[config.mk]
export PLATFORM = sky130hd
export DESIGN_NAME = lfsr_scrambler_param
export DESIGN_NICKNAME = d
export VERILOG_FILES = /design/src/rtl/lfsr_scrambler_param.sv
export SDC_FILE = /design/constraint.sdc
export NUM_CORES = 1
export LEC_CHECK = 0
export ABC_CLOCK_PERIOD_IN_PS = 5900
export BUFFER_PORTS_ARGS = -buffer_cell sky130_fd_sc_hd__buf_2
export CAP_MARGIN = 20
export CORE_UTILIZATION = 34
export DETAILED_ROUTE_END_ITERATION = 10
export GPL_ROUTABILITY_DRIVEN = 0
export PLACE_DENSITY = 0.6
export SYNTH_ARGS = -nofsm -noshare
export SYNTH_HDL_FRONTEND = slang
export SYNTH_SLANG_ARGS = --single-unit
[constraint.sdc]
create_clock -name clock -period 5.9 [get_ports clock]
set_input_delay 1.18 -clock clock [delete_from_list [all_inputs] [get_ports clock]]
set_output_delay 1.18 -clock clock [all_outputs]
set_load 0.02 [all_outputs]
[src/rtl/lfsr_scrambler_param.sv]
// ---------------------------------------------------------------------------
// lfsr_scrambler_param
//
// Parametrised Fibonacci LFSR usable as an additive scrambler/PRBS source
// (ADD), a self-synchronous scrambler (MSCR) or descrambler (MDSC), or a
// PRBS checker with a saturating error counter (CHECK). LANES bits are
// processed per beat. Lane 0 is the oldest bit in time, so a beat is
// exactly LANES single-bit steps. The datapath is one valid/ready register
// stage.
//
// Ports
//   clock       rising-edge clock
//   reset_n     asynchronous active-low reset
//   mode        00 ADD, 01 MSCR, 10 MDSC, 11 CHECK (sampled per accepted beat)
//   in_valid    input beat valid
//   in_ready    input beat accepted when in_valid && in_ready
//   in_data     LANES input bits, bit 0 first
//   out_valid   output beat valid
//   out_ready   downstream accept
//   out_data    LANES output bits (error bits in CHECK mode)
//   seed_load   one-cycle pulse: load seed_value (SEED if zero) into the LFSR
//   seed_value  state to load
//   err_clear   synchronous clear of err_count (wins over an increment)
//   err_count   saturating count of mismatching bits seen in CHECK mode
// ---------------------------------------------------------------------------
module lfsr_scrambler_param #(
   parameter int unsigned      WIDTH = 12,
   parameter logic [WIDTH-1:0] TAPS  = 12'h829,
   parameter logic [WIDTH-1:0] SEED  = 12'h001,
   parameter int unsigned      LANES = 1,
   parameter int unsigned      CNT_W = 16
) (
   input  logic             clock,
   input  logic             reset_n,
   input  logic [1:0]       mode,
   input  logic             in_valid,
   output logic             in_ready,
   input  logic [LANES-1:0] in_data,
   output logic             out_valid,
   input  logic             out_ready,
   output logic [LANES-1:0] out_data,
   input  logic             seed_load,
   input  logic [WIDTH-1:0] seed_value,
   input  logic             err_clear,
   output logic [CNT_W-1:0] err_count
);

   localparam int unsigned PC_W  = $clog2(LANES + 1);
   localparam int unsigned SUM_W = CNT_W + PC_W;

   typedef enum logic [1:0] {
      MODE_ADD   = 2'b00,
      MODE_MSCR  = 2'b01,
      MODE_MDSC  = 2'b10,
      MODE_CHECK = 2'b11
   } mode_e;

   // Number of set bits in one beat.
   function automatic logic [PC_W-1:0] popcount(input logic [LANES-1:0] v);
      logic [PC_W-1:0] c;
      c = '0;
      for (int i = 0; i < LANES; i++) begin
         c = c + PC_W'(v[i]);
      end
      return c;
   endfunction

   // Add with saturation at all-ones; the sum is formed wide enough that it
   // can never overflow before the clamp.
   function automatic logic [CNT_W-1:0] sat_add(input logic [CNT_W-1:0] a,
                                                input logic [PC_W-1:0]  inc);
      logic [SUM_W-1:0] sum;
      sum = SUM_W'(a) + SUM_W'(inc);
      if (sum > SUM_W'({CNT_W{1'b1}})) begin
         return {CNT_W{1'b1}};
      end
      return sum[CNT_W-1:0];
   endfunction

   mode_e            mode_w;
   logic [WIDTH-1:0] state_q, state_d;
   logic             out_valid_q, out_valid_d;
   logic [LANES-1:0] out_data_q, out_data_d;
   logic [CNT_W-1:0] err_q, err_d;
   logic             accept;

   logic [WIDTH-1:0] walk_s;
   logic [LANES-1:0] walk_o;
   logic             fb, ob, bb;

   assign mode_w = mode_e'(mode);

   // A load cycle never accepts data, so the new state is not overwritten
   // by a beat in the same edge. Otherwise the stage is free when empty or
   // when its current beat leaves this cycle.
   assign in_ready = !seed_load && (!out_valid_q || out_ready);
   assign accept   = in_valid && in_ready;

   // Unroll LANES serial steps. walk_s is the state seen by the lane being
   // processed; after the loop it is the state after the whole beat.
   always_comb begin
      walk_s = state_q;
      walk_o = '0;
      fb     = 1'b0;
      ob     = 1'b0;
      bb     = 1'b0;
      for (int i = 0; i < LANES; i++) begin
         fb = ^(walk_s & TAPS);
         case (mode_w)
            MODE_MSCR: begin
               ob = in_data[i] ^ fb;
               bb = ob;
            end
            MODE_MDSC: begin
               ob = in_data[i] ^ fb;
               bb = in_data[i];
            end
            default: begin
               // ADD and CHECK: free-running generator, data only masked.
               ob = in_data[i] ^ walk_s[0];
               bb = fb;
            end
         endcase
         walk_o[i] = ob;
         walk_s    = {bb, walk_s[WIDTH-1:1]};
      end
   end

   always_comb begin
      state_d     = state_q;
      out_valid_d = out_valid_q;
      out_data_d  = out_data_q;
      err_d       = err_q;

      // An all-zero state would lock the generator, so zero falls back to SEED.
      if (seed_load) begin
         state_d = (seed_value == '0) ? SEED : seed_value;
      end else if (accept) begin
         state_d = walk_s;
      end

      // out_data only changes on a new beat, so it holds under backpressure
      // and is untouched by a seed load.
      if (accept) begin
         out_valid_d = 1'b1;
         out_data_d  = walk_o;
      end else if (out_ready) begin
         out_valid_d = 1'b0;
      end

      if (err_clear) begin
         err_d = '0;
      end else if (accept && (mode_w == MODE_CHECK)) begin
         err_d = sat_add(err_q, popcount(walk_o));
      end
   end

   // Output register stage
   always_ff @(posedge clock or negedge reset_n) begin
      if (!reset_n) begin
         state_q     <= SEED;
         out_valid_q <= 1'b0;
         out_data_q  <= '0;
         err_q       <= '0;
      end else begin
         state_q     <= state_d;
         out_valid_q <= out_valid_d;
         out_data_q  <= out_data_d;
         err_q       <= err_d;
      end
   end

   assign out_valid = out_valid_q;
   assign out_data  = out_data_q;
   assign err_count = err_q;

endmodule

==> results of run 1 <==
cell usage after synthesis (all sizes together), types with 2 or more instances:
master,n
nor4,3
nand4,3
a31oi,7
and3,3
nand2b,2
mux2i,5
nor2,28
nand2,13
nor3,6
clkbuf,3
a41oi,2
and4,2
dfrtp,29
buf,2
a31o,3
o21ai,3
a21oi,4
a22oi,4
o22ai,6
o21bai,2
xnor2,3
nand3,4
and2,2
inv,5
a311oi,3
ha,5
nor2b,2
a211oi,7
power groups by stage:
stage | Combinational, W | Clock, W | Sequential (W)
final | 0.0000786 | 0.000172 | 0.000233
after global routing | 0.0000878 | 0.000185 | 0.000235
after CTS | 0.0000796 | 0.000175 | 0.000233
after detailed placement | 0.0000792 | 0 | 0.000236
after global placement | 0.0000776 | 0 | 0.000236
after floorplan | 0.0000471 | 0 | 0.000238
final timing paths:
path	startpoint	to	slack, ps
setup reg to reg	state_q[0]	err_count[8]	3190
hold reg to reg	state_q[10]	state_q[10]	480
setup / recovery	mode[0]	err_count[8]	2600
hold / removal	state_q[10]	state_q[10]	480
max in group asynchronous	reset_n	err_count[4]	4550
min in group asynchronous	reset_n	err_count[14]	920
registers in the layout, indices dropped and copies added (netlist names):
signal,cells
err_count,16
out_data,1
state_q,12
out_valid,1
worst register-to-register path, delay by kind of cell (launching register included):
family,cells,cell delay [ps]
simple gates,2,600
xor+xnor,3,590
flops,1,570
compound gates,2,440
fa+ha+maj,1,290
mux,1,130
through the flow:
| step | cells | cell area [um2] | setup WS, ps | hold slack, ps | util (%) |
|---|---|---|---|---|---|
| floorplan | 169 | 1632 | 2732 | 445.3 | - |
| detailed placement | 255 | 1862 | 2328 | 465.5 | 41.61 |
| global placement | 255 | 1862 | 2436 | 461.5 | 41.61 |
| CTS | 263 | 1953 | 2601 | 481.3 | 43.65 |
| finish | 263 | 1953 | 2599 | 479.8 | 43.65 |
| global route | 263 | 1953 | 2385 | 505.3 | 43.65 |
final cells by class:
| type | count | area share (%) |
|---|---|---|
| flip-flops and latches | 30 | 38.50 |
| well taps | 52 | 3.331 |
| clock inverters | 1 | 0.2562 |
| clock buffers | 7 | 4.420 |
| multi-input cells | 129 | 42.54 |
| repair buffers | 39 | 9.994 |
| inverters | 5 | 0.9609 |
cells by family after synthesis:
group | count (synthesis)
flip-flops | 30
AO/OA/AOI/OAI | 43
XOR/XNOR | 4
AND/OR/NAND/NOR | 71
buffers and inverters | 10
adder cells (fa/ha/maj) | 5
multiplexers | 6
routing by layer:
layer	global-route usage, %	vias to the layer above	wire length, um
met2	22.43	26	1567
met4	4.000	0	38
met1	23.35	671	1968
li1	-	712	-
met5	0	-	0
met3	5.626	6	163
==> results by group, run 1 <==
Outcome
  – Status: finished, violations left
  – Violated checks: DRC

Floorplan
  – Area of the core: 4474 um2
  – Die area: 5079 um2
  – Chip Width: 71.27 um
  – I/O pins: 40
  – Initial Utilization: 36.47%
  – Rows: 24
  – Die H: 71.27 um

Yosys
  – Adder-Cell Fraction of Synth Area: 3.834%
  – Mapped Avg Cell Area: 9.654 um2
  – Synth area leader: dfrtp_1
  – Multiplexer share of the synthesized area: 3.758%
  – Post-Synth Simple-Gate Area: 22.32%
  – Synthesized instance count: 169
  – Ys async rst share: 100.0%
  – Netlist cell types: 41
  – Syn nets: 195
  – Seq cells post-synth: 30
  – Post-synth top flop: dfrtp_1
  – Seq/Total Area, Yosys: 46.09%
  – Synthesized cell area: 1632 um2
  – Synth Area in Compound Gates: 18.87%
  – Number of flops mapped to enable cells by yosys: 0
  – Most area-consuming cells after synthesis: dfrtp_1 44%, nor2_1 6.4%, ha_1 3.8%
  – Post-Synth XOR/XNOR Area: 2.147%
  – Top-area cell type share of the netlist area: 44.48%
  – Largest family of logic cells by synthesized area: simple AND/OR/NAND/NOR gates
  – Synth warn: 0

CTS
  – Clock slew at reported path FFs: 60 ps
  – CTS tree: built
  – Root Buffer: clkbuf_8
  – Setup Fix Bufs, Post-CTS: 0
  – Clk_lat worst skew: 280 ps
  – Maximum buffer depth of the clock tree: 2
  – CTS Hold Buffers Added: 0
  – H-tree levels: 2
  – Gates resized, CTS repair: 0
  – CTS Buf Count: 5
  – Clock sinks: 30

Worst setup path
  – Worst Path Arrival: 3490 ps
  – Crit-path max FO: 8
  – CP Data Required Time: 6090 ps
  – Kind of critical path: in2reg
  – Crit-path cells: buf_2 > inv_1 > ha_1 > inv_1 > mux2i_1 > xnor2_1 > ha_1 > nand3_2 > nor2_1 > a31oi_1 > a311oi_2
  – FF-to-FF path depth: 9
  – Family with the most delay on the worst path: simple AND/OR/NAND/NOR gates
  – Crit path depth: 11
  – Crit start category: primary input
  – Worst setup EP type: register
  – Buf+Inv Stages, Crit Path: 3
  – CP peak stage delay: 460 ps
  – Slowest CP cell: nor2_1

GRT
  – Total grt overflow: 0
  – All-Layer GR Usage: 15.95%
  – Initial antenna violation count: 0
  – Largest net degree at the start of global routing: 31
  – Vias in the first global route: 1312
  – First-pass GRT wire length: 6244 um

Timing
  – Max Slew Vio Count: 0
  – Clock skew: 2.951 ps
  – Worst slew pin tran: 662.6 ps
  – Fin crit share: 55.95%
  – Unrepaired setup endpoints after global routing: false
  – Max Fclk: 303.0 MHz
  – Worst relative slew slack: 55.83%
  – Final Setup Violations: 0
  – Final hold vios: 0
  – Period minus WS final: 3301 ps
  – Final setup TNS: 0 ps

Final layout
  – Antenna Cells: 0
  – Layout cells sized above 1: 26.07%
  – Nets@finish: 236
  – Syn-to-layout area delta: 19.71%
  – Fill cells: 462
  – Commonest non-fill, non-tap cell in the layout: buf_2
  – Commonest cells after routing, fill and taps aside: 39 x buf_2, 29 x dfrtp_1, 28 x nor2_1
  – Register area: 752.0 um2
  – Multi-input combinational cell area: 830.8 um2

Power
  – Clock share of power: 35.5%
  – Logic pwr share: 16.3%
  – Final Power: 0.0004833 W
  – Power Density: 247.4 nW/um2
  – Reg power frac: 48.2%
  – Sw power: 0.0001346 W
  – Leak Pwr: 0.9342 nW
  – Internal power: 0.0003487 W
  – Net switching fraction of the power: 27.84%
  – Maximum vdd drop: 0.1358 mV

Routing
  – Drt via density: 5.380
  – Wire per inst: 14.21 um
  – Routed WL: 3738 um
  – DR vias: 1415
  – Drt pass-1 iters: 7
  – DRT iter0 DRCs: 38
  – DRC Markers: 2
  – Routed Antenna Nets: 0

Worst hold path
  – Hold Path Class: reg2reg
  – Hold path depth: 2

Placed design
  – Detailed placement HPWL: 2701 um
  – I/O Buffers: 39

Job
  – Max-cap violations: 0
No activity file was read; power rests on OpenSTA's default activity.
==> inputs of run 2 (changes only) <==
--- a/config.mk
+++ b/config.mk
@@ -5,13 +5,13 @@
 export SDC_FILE = /design/constraint.sdc
 export NUM_CORES = 1
 export LEC_CHECK = 0
-export ABC_CLOCK_PERIOD_IN_PS = 5900
+export ABC_CLOCK_PERIOD_IN_PS = 2950
 export BUFFER_PORTS_ARGS = -buffer_cell sky130_fd_sc_hd__buf_2
 export CAP_MARGIN = 20
 export CORE_UTILIZATION = 34
 export DETAILED_ROUTE_END_ITERATION = 10
 export GPL_ROUTABILITY_DRIVEN = 0
-export PLACE_DENSITY = 0.6
+export PLACE_DENSITY = 0.62
 export SYNTH_ARGS = -nofsm -noshare
 export SYNTH_HDL_FRONTEND = slang
 export SYNTH_SLANG_ARGS = --single-unit
==> constraint.sdc (replaced) <==
create_clock -name clock -period 2.95 [get_ports clock]
set_input_delay 0.59 -clock clock [delete_from_list [all_inputs] [get_ports clock]]
set_output_delay 0.59 -clock clock [all_outputs]
set_load 0.02 [all_outputs]
==> results by group, run 2 (synthesis results as in run 1) <==
Final layout
  – Commonest non-fill, non-tap cell in the layout: buf_2
  – Commonest cells after routing, fill and taps aside: 39 x buf_2, 29 x dfrtp_1, 28 x nor2_1
  – Nets@finish: 237 (+0.42%)
  – Syn-to-layout area delta: 20.17%
  – Antenna Cells: 0 (unchanged)
  – Number of standard cells in the final layout excluding fillers: 264 (+0.38%)
  – Fill cells: 457 (-1.1%)
  – Max reg flops: 16 (unchanged)
  – Layout cells sized above 1: 26.42% (+0.35 points)

Routing
  – DRC Markers: 2 (unchanged)
  – Routed Antenna Nets: 0 (unchanged)
  – Drt via density: 5.322 (-1.1%)
  – Wire per inst: 13.36 um (-6.0%)
  – Drt pass-1 iters: 7 (unchanged)
  – DRT iter0 DRCs: 102 (+170%)
  – Routed WL: 3527 um (-5.6%)
  – DR vias: 1405 (-0.71%)

Worst setup path
  – Worst Path Arrival: 2810 ps (-680 ps)
  – Worst setup EP type: register
  – Crit start category: primary input
  – Crit Reg-Reg Endpoint: err_count[8]
  – Worst reg2reg setup slack: 340 ps (-2850 ps)
  – RR Startpoint: state_q[0]
  – Crit-path max FO: 8 (unchanged)
  – CP Data Required Time: 3140 ps (-2950 ps)
  – FF-to-FF path depth: 8 (-1)
  – Kind of critical path: in2reg

CTS
  – Maximum buffer depth of the clock tree: 2 (unchanged)
  – Clk_lat worst skew: 280 ps (about the same)
  – CTS Hold Buffers Added: 0 (unchanged)
  – Root Buffer: clkbuf_8
  – Clock sinks: 30 (unchanged)
  – Setup Fix Bufs, Post-CTS: 0 (unchanged)
  – Gates resized, CTS repair: 0 (unchanged)
  – Clock slew at reported path FFs: 70 ps (about the same)
  – H-tree levels: 2 (unchanged)
  – CTS tree: built
  – CTS Buf Count: 5 (unchanged)

Outcome
  – Status: finished, violations left
  – Violated checks: DRC

GRT
  – All-Layer GR Usage: 14.39% (-1.6 points)
  – Largest net degree at the start of global routing: 31 (unchanged)
  – Initial antenna violation count: 0 (unchanged)
  – Vias in the first global route: 1217 (-7.2%)
  – First-pass GRT wire length: 5706 um (-8.6%)
  – Total grt overflow: 0 (unchanged)

Timing
  – Max Fclk: 381.5 MHz
  – Period minus WS final: 2621 ps
  – Final hold vios: 0 (unchanged)
  – Clock skew: 7.612 ps (+4.661 ps)
  – Final Setup Violations: 0 (unchanged)
  – Unrepaired setup endpoints after global routing: false
  – Worst relative slew slack: 54.96% (-0.86 points)
  – Max Slew Vio Count: 0 (unchanged)
  – Fin crit share: 88.85%
  – Worst slew pin tran: 675.5 ps (+12.92 ps)
  – Final setup TNS: 0 ps (unchanged)

Placed design
  – DP Cell Count: 256 (+0.39%)
  – Detailed placement HPWL: 2602 um (-3.7%)
  – I/O Buffers: 39 (unchanged)

Power
  – Maximum vdd drop: 0.2446 mV (+80%)
  – Leak Pwr: 0.9396 nW (+0.58%)
  – Power Density: 487.7 nW/um2 (+97%)

Floorplan
  – Chip Width: 71.27 um (unchanged)
  – Initial Utilization: 36.47% (unchanged)
  – Area of the core: 4474 um2 (unchanged)
  – Die H: 71.27 um (unchanged)
  – Rows: 24 (unchanged)
  – I/O pins: 40 (unchanged)
  – Die area: 5079 um2 (unchanged)

Job
  – Max-cap violations: 0 (unchanged)

Worst hold path
  – Hold Path Class: in2async
==> run 2: area by class of cell <==
cell class | count | area [um2] | share of cell area [%]
Clock buffer | 7 | 86.33 | 4.403
Clock inverter | 1 | 5.005 | 0.2553
Inverter | 5 | 18.77 | 0.9572
Multi-Input combinational cell | 129 | 830.8 | 42.37
Sequential cell | 30 | 752.0 | 38.35
Tap cell | 52 | 65.06 | 3.318
Timing Repair Buffer | 40 | 202.7 | 10.34
==> run 2: routing by layer <==
layer  track usage, %  share of wire, %
met2            20.32                44
met3            3.235               4.1
met4            6.000               1.3
met5                0                 0
met1            21.21                50
==> run 2: worst max-delay path by stage <==
stage | endpoint | from | depth (start not counted)
6_report | err_count[8] | mode[0] | 10
5_1_grt | err_count[8] | state_q[0] | 8
4_1_cts | err_count[8] | state_q[0] | 8
3_5_place_dp | err_count[8] | mode[0] | 10
3_3_place_gp | err_count[8] | mode[0] | 10
2_1_floorplan | err_count[8] | mode[0] | 10
==> run 2: through the flow <==
stage           power, W  instance area, um2  hold WS (ps)  util [%]  setup slack, ps
2_1_floorplan  0.0005708                1632         294.4         -            372.2
3_3_place_gp   0.0006269                1869         461.8     41.78            111.4
3_5_place_dp   0.0006289                1869         465.5     41.78            41.70
4_1_cts        0.0009699                1961         371.8     43.82            326.3
5_1_grt         0.001005                1961         396.3     43.82            101.4
6_report       0.0009561                1961         352.0     43.82            329.0
==> run 2: where the power goes <==
group / switching, W / total (W) / internal (W) / leakage, nW
combinational: 0.0000889 / 0.000156 / 0.0000667 / 0.506
sequential: 0.0000207 / 0.000464 / 0.000443 / 0.386
clock: 0.000149 / 0.000337 / 0.000188 / 0.0482
total: 0.000259 / 0.000956 / 0.000697 / 0.940
==> run 2: critical path, cell delays in order <==
cell and delay (ps):
buf_2 100, inv_1 40, ha_1 290, inv_1 110, mux2i_1 220, xnor2_1 200
ha_1 290, nand3_2 140, or3_1 520, a311oi_2 300
==> inputs of run 3 (changes only) <==
--- a/config.mk
+++ b/config.mk
@@ -5,13 +5,14 @@
 export SDC_FILE = /design/constraint.sdc
 export NUM_CORES = 1
 export LEC_CHECK = 0
-export ABC_CLOCK_PERIOD_IN_PS = 2950
 export BUFFER_PORTS_ARGS = -buffer_cell sky130_fd_sc_hd__buf_2
 export CAP_MARGIN = 20
+export CORE_MARGIN = 2
 export CORE_UTILIZATION = 34
 export DETAILED_ROUTE_END_ITERATION = 10
 export GPL_ROUTABILITY_DRIVEN = 0
 export PLACE_DENSITY = 0.62
+export RECOVER_POWER = 25
 export SYNTH_ARGS = -nofsm -noshare
 export SYNTH_HDL_FRONTEND = slang
 export SYNTH_SLANG_ARGS = --single-unit
==> results by group, run 3 (synthesis results as in run 1) <==
Placed design
  – Setup WS pre-CTS: 123.8 ps (+82.12 ps)
  – I/O Buffers: 39 (unchanged)
  – Detailed placement HPWL: 2633 um (+1.2%)

Worst setup path
  – Crit-path cells: buf_2 > inv_1 > ha_1 > inv_1 > mux2i_1 > xnor2_1 > ha_1 > nand3_2 > or3_1 > a311oi_2
  – CP peak stage delay: 520 ps (about the same)
  – Worst Path Arrival: 2730 ps (-80 ps)
  – Crit start category: primary input
  – Worst setup EP type: register
  – CP Data Required Time: 3150 ps (about the same)
  – Kind of critical path: in2reg
  – Crit-path max FO: 8 (unchanged)
  – Slowest CP cell: or3_1

CTS
  – Root Buffer: clkbuf_8
  – Gates resized, CTS repair: 0 (unchanged)
  – Setup Fix Bufs, Post-CTS: 0 (unchanged)
  – CTS Buf Count: 5 (unchanged)
  – Clk_lat worst skew: 290 ps (about the same)
  – CTS tree: built
  – CTS Hold Buffers Added: 0 (unchanged)
  – Maximum buffer depth of the clock tree: 2 (unchanged)
  – Clock sinks: 30 (unchanged)
  – H-tree levels: 2 (unchanged)
  – Clock slew at reported path FFs: 70 ps (about the same)

Timing
  – Fin crit share: 85.86% (-3.0 points)
  – Final hold vios: 0 (unchanged)
  – Final Setup Violations: 0 (unchanged)
  – Clock skew: 7.843 ps (+0.2312 ps)
  – Final setup TNS: 0 ps (unchanged)
  – Max Slew Vio Count: 31 (+31)
  – Worst setup margin: 417.1 ps (+88.02 ps)
  – Unrepaired setup endpoints after global routing: false
  – Period minus WS final: 2533 ps (-88.02 ps)
  – Worst relative slew slack: -7.749% (-63 points)
  – Max Fclk: 394.8 MHz (+3.5%)
  – Worst slew pin tran: 1616 ps (+940.7 ps)

GRT
  – Largest net degree at the start of global routing: 31 (unchanged)
  – Vias in the first global route: 1231 (+1.2%)
  – First-pass GRT wire length: 5692 um (-0.25%)
  – Initial antenna violation count: 0 (unchanged)
  – Total grt overflow: 0 (unchanged)
  – All-Layer GR Usage: 14.01% (-0.38 points)

Job
  – Max-cap violations: 1 (+1)

Final layout
  – Multi-input combinational cell area: 830.8 um2 (unchanged)
  – Layout cells sized above 1: 25.82% (-0.59 points)
  – Antenna Cells: 0 (unchanged)
  – Nets@finish: 238 (+0.42%)
  – Register area: 752.0 um2 (unchanged)
  – Fill cells: 480 (+5.0%)
  – Syn-to-layout area delta: 20.63%
  – Commonest cells after routing, fill and taps aside: 37 x buf_2, 29 x dfrtp_1, 28 x nor2_1
  – Commonest non-fill, non-tap cell in the layout: buf_2
  – Max reg flops: 16 (unchanged)

Outcome
  – Status: finished, violations left
  – Violated checks: capacitance limit, slew limit

Routing
  – Wire per inst: 13.69 um (+2.5%)
  – DRT iter0 DRCs: 54 (-47%)
  – Drt via density: 5.202 (-2.2%)
  – Routed Antenna Nets: 0 (unchanged)
  – DRC Markers: 0 (-2)
  – Routed WL: 3656 um (+3.7%)
  – DR vias: 1389 (-1.1%)
  – Drt pass-1 iters: 4 (-3)

Floorplan
  – Die H: 73.27 um (+2.8%)
  – I/O pins: 40 (unchanged)
  – Die area: 5368 um2 (+5.7%)
  – Area of the core: 4661 um2 (+4.2%)
  – Rows: 25 (+4.2%)
  – Chip Width: 73.27 um (+2.8%)
  – Initial Utilization: 35.01% (-1.5 points)

Power
  – Leak Pwr: 0.9396 nW (about the same)
  – Maximum vdd drop: 0.1786 mV (-27%)
  – Power Density: 488.9 nW/um2 (+0.25%)

Worst hold path
  – Hold Path Class: reg2reg
==> run 3: cell types whose count changed in the layout (fill, tap and decap cells not counted), sizes merged <==
cell and delta:
buf -1, clkbuf +2
==> run 3: worst paths after layout <==
path	to	from	slack, ps	cells after the start
max	err_count[8]	mode[0]	420	10
max reg2reg	err_count[8]	state_q[0]	430	8
min in group asynchronous	err_count[5]	reset_n	710	1
min reg2reg	state_q[9]	state_q[9]	480	2
min	state_q[9]	state_q[9]	480	2
max in group asynchronous	state_q[8]	reset_n	1300	1
==> run 3: layout make-up <==
| cell class | count | area share [%] |
|---|---|---|
| multi-input combinational | 129 | 42.21 |
| sequential | 30 | 38.21 |
| clock buffer | 7 | 4.387 |
| inverter | 5 | 0.9536 |
| timing repair buffer | 41 | 10.55 |
| clock inverter | 1 | 0.2543 |
| tap | 54 | 3.433 |
==> run 3: critical path: cells and delay by family <==
| kind | cells | cell delay (ps) |
|---|---|---|
| AND/OR/NAND/NOR | 2 | 640 |
| adder cells (fa/ha/maj) | 2 | 530 |
| AO/OA/AOI/OAI | 1 | 300 |
| buffers and inverters | 3 | 250 |
| multiplexers | 1 | 220 |
| XOR/XNOR | 1 | 190 |
==> run 3: metrics by stage <==
step           hold slack, ps  instance area, um2  cells  utilization, %  power (W)
2_1_floorplan           294.4                1632    169               -  0.0005708
3_3_place_gp            461.9                1879    259           40.32  0.0006277
3_5_place_dp            468.0                1879    259           40.32  0.0006292
4_1_cts                 362.3                1971    267           42.28  0.0009755
5_1_grt                 516.8                1968    267           42.23   0.001015
6_report                482.8                1968    267           42.23  0.0009622
==> run 3: report_power, final <==
group / switching [W] / internal (W) / leakage (nW) / total, W
logic: 0.0000907 / 0.0000668 / 0.506 / 0.000158
registers: 0.0000191 / 0.000443 / 0.386 / 0.000462
clock network: 0.000155 / 0.000188 / 0.0482 / 0.000343
==> run 3: routing by layer <==
layer / vias up / share of wire, % / GRT usage (%) / routed length (um)
li1: 716 / - / - / -
met5: - / 0 / 0 / 0
met2: 25 / 47 / 20.62 / 1704
met3: 6 / 3.3 / 3.429 / 119
met4: 0 / 2.0 / 7.407 / 74
met1: 642 / 48 / 18.99 / 1757
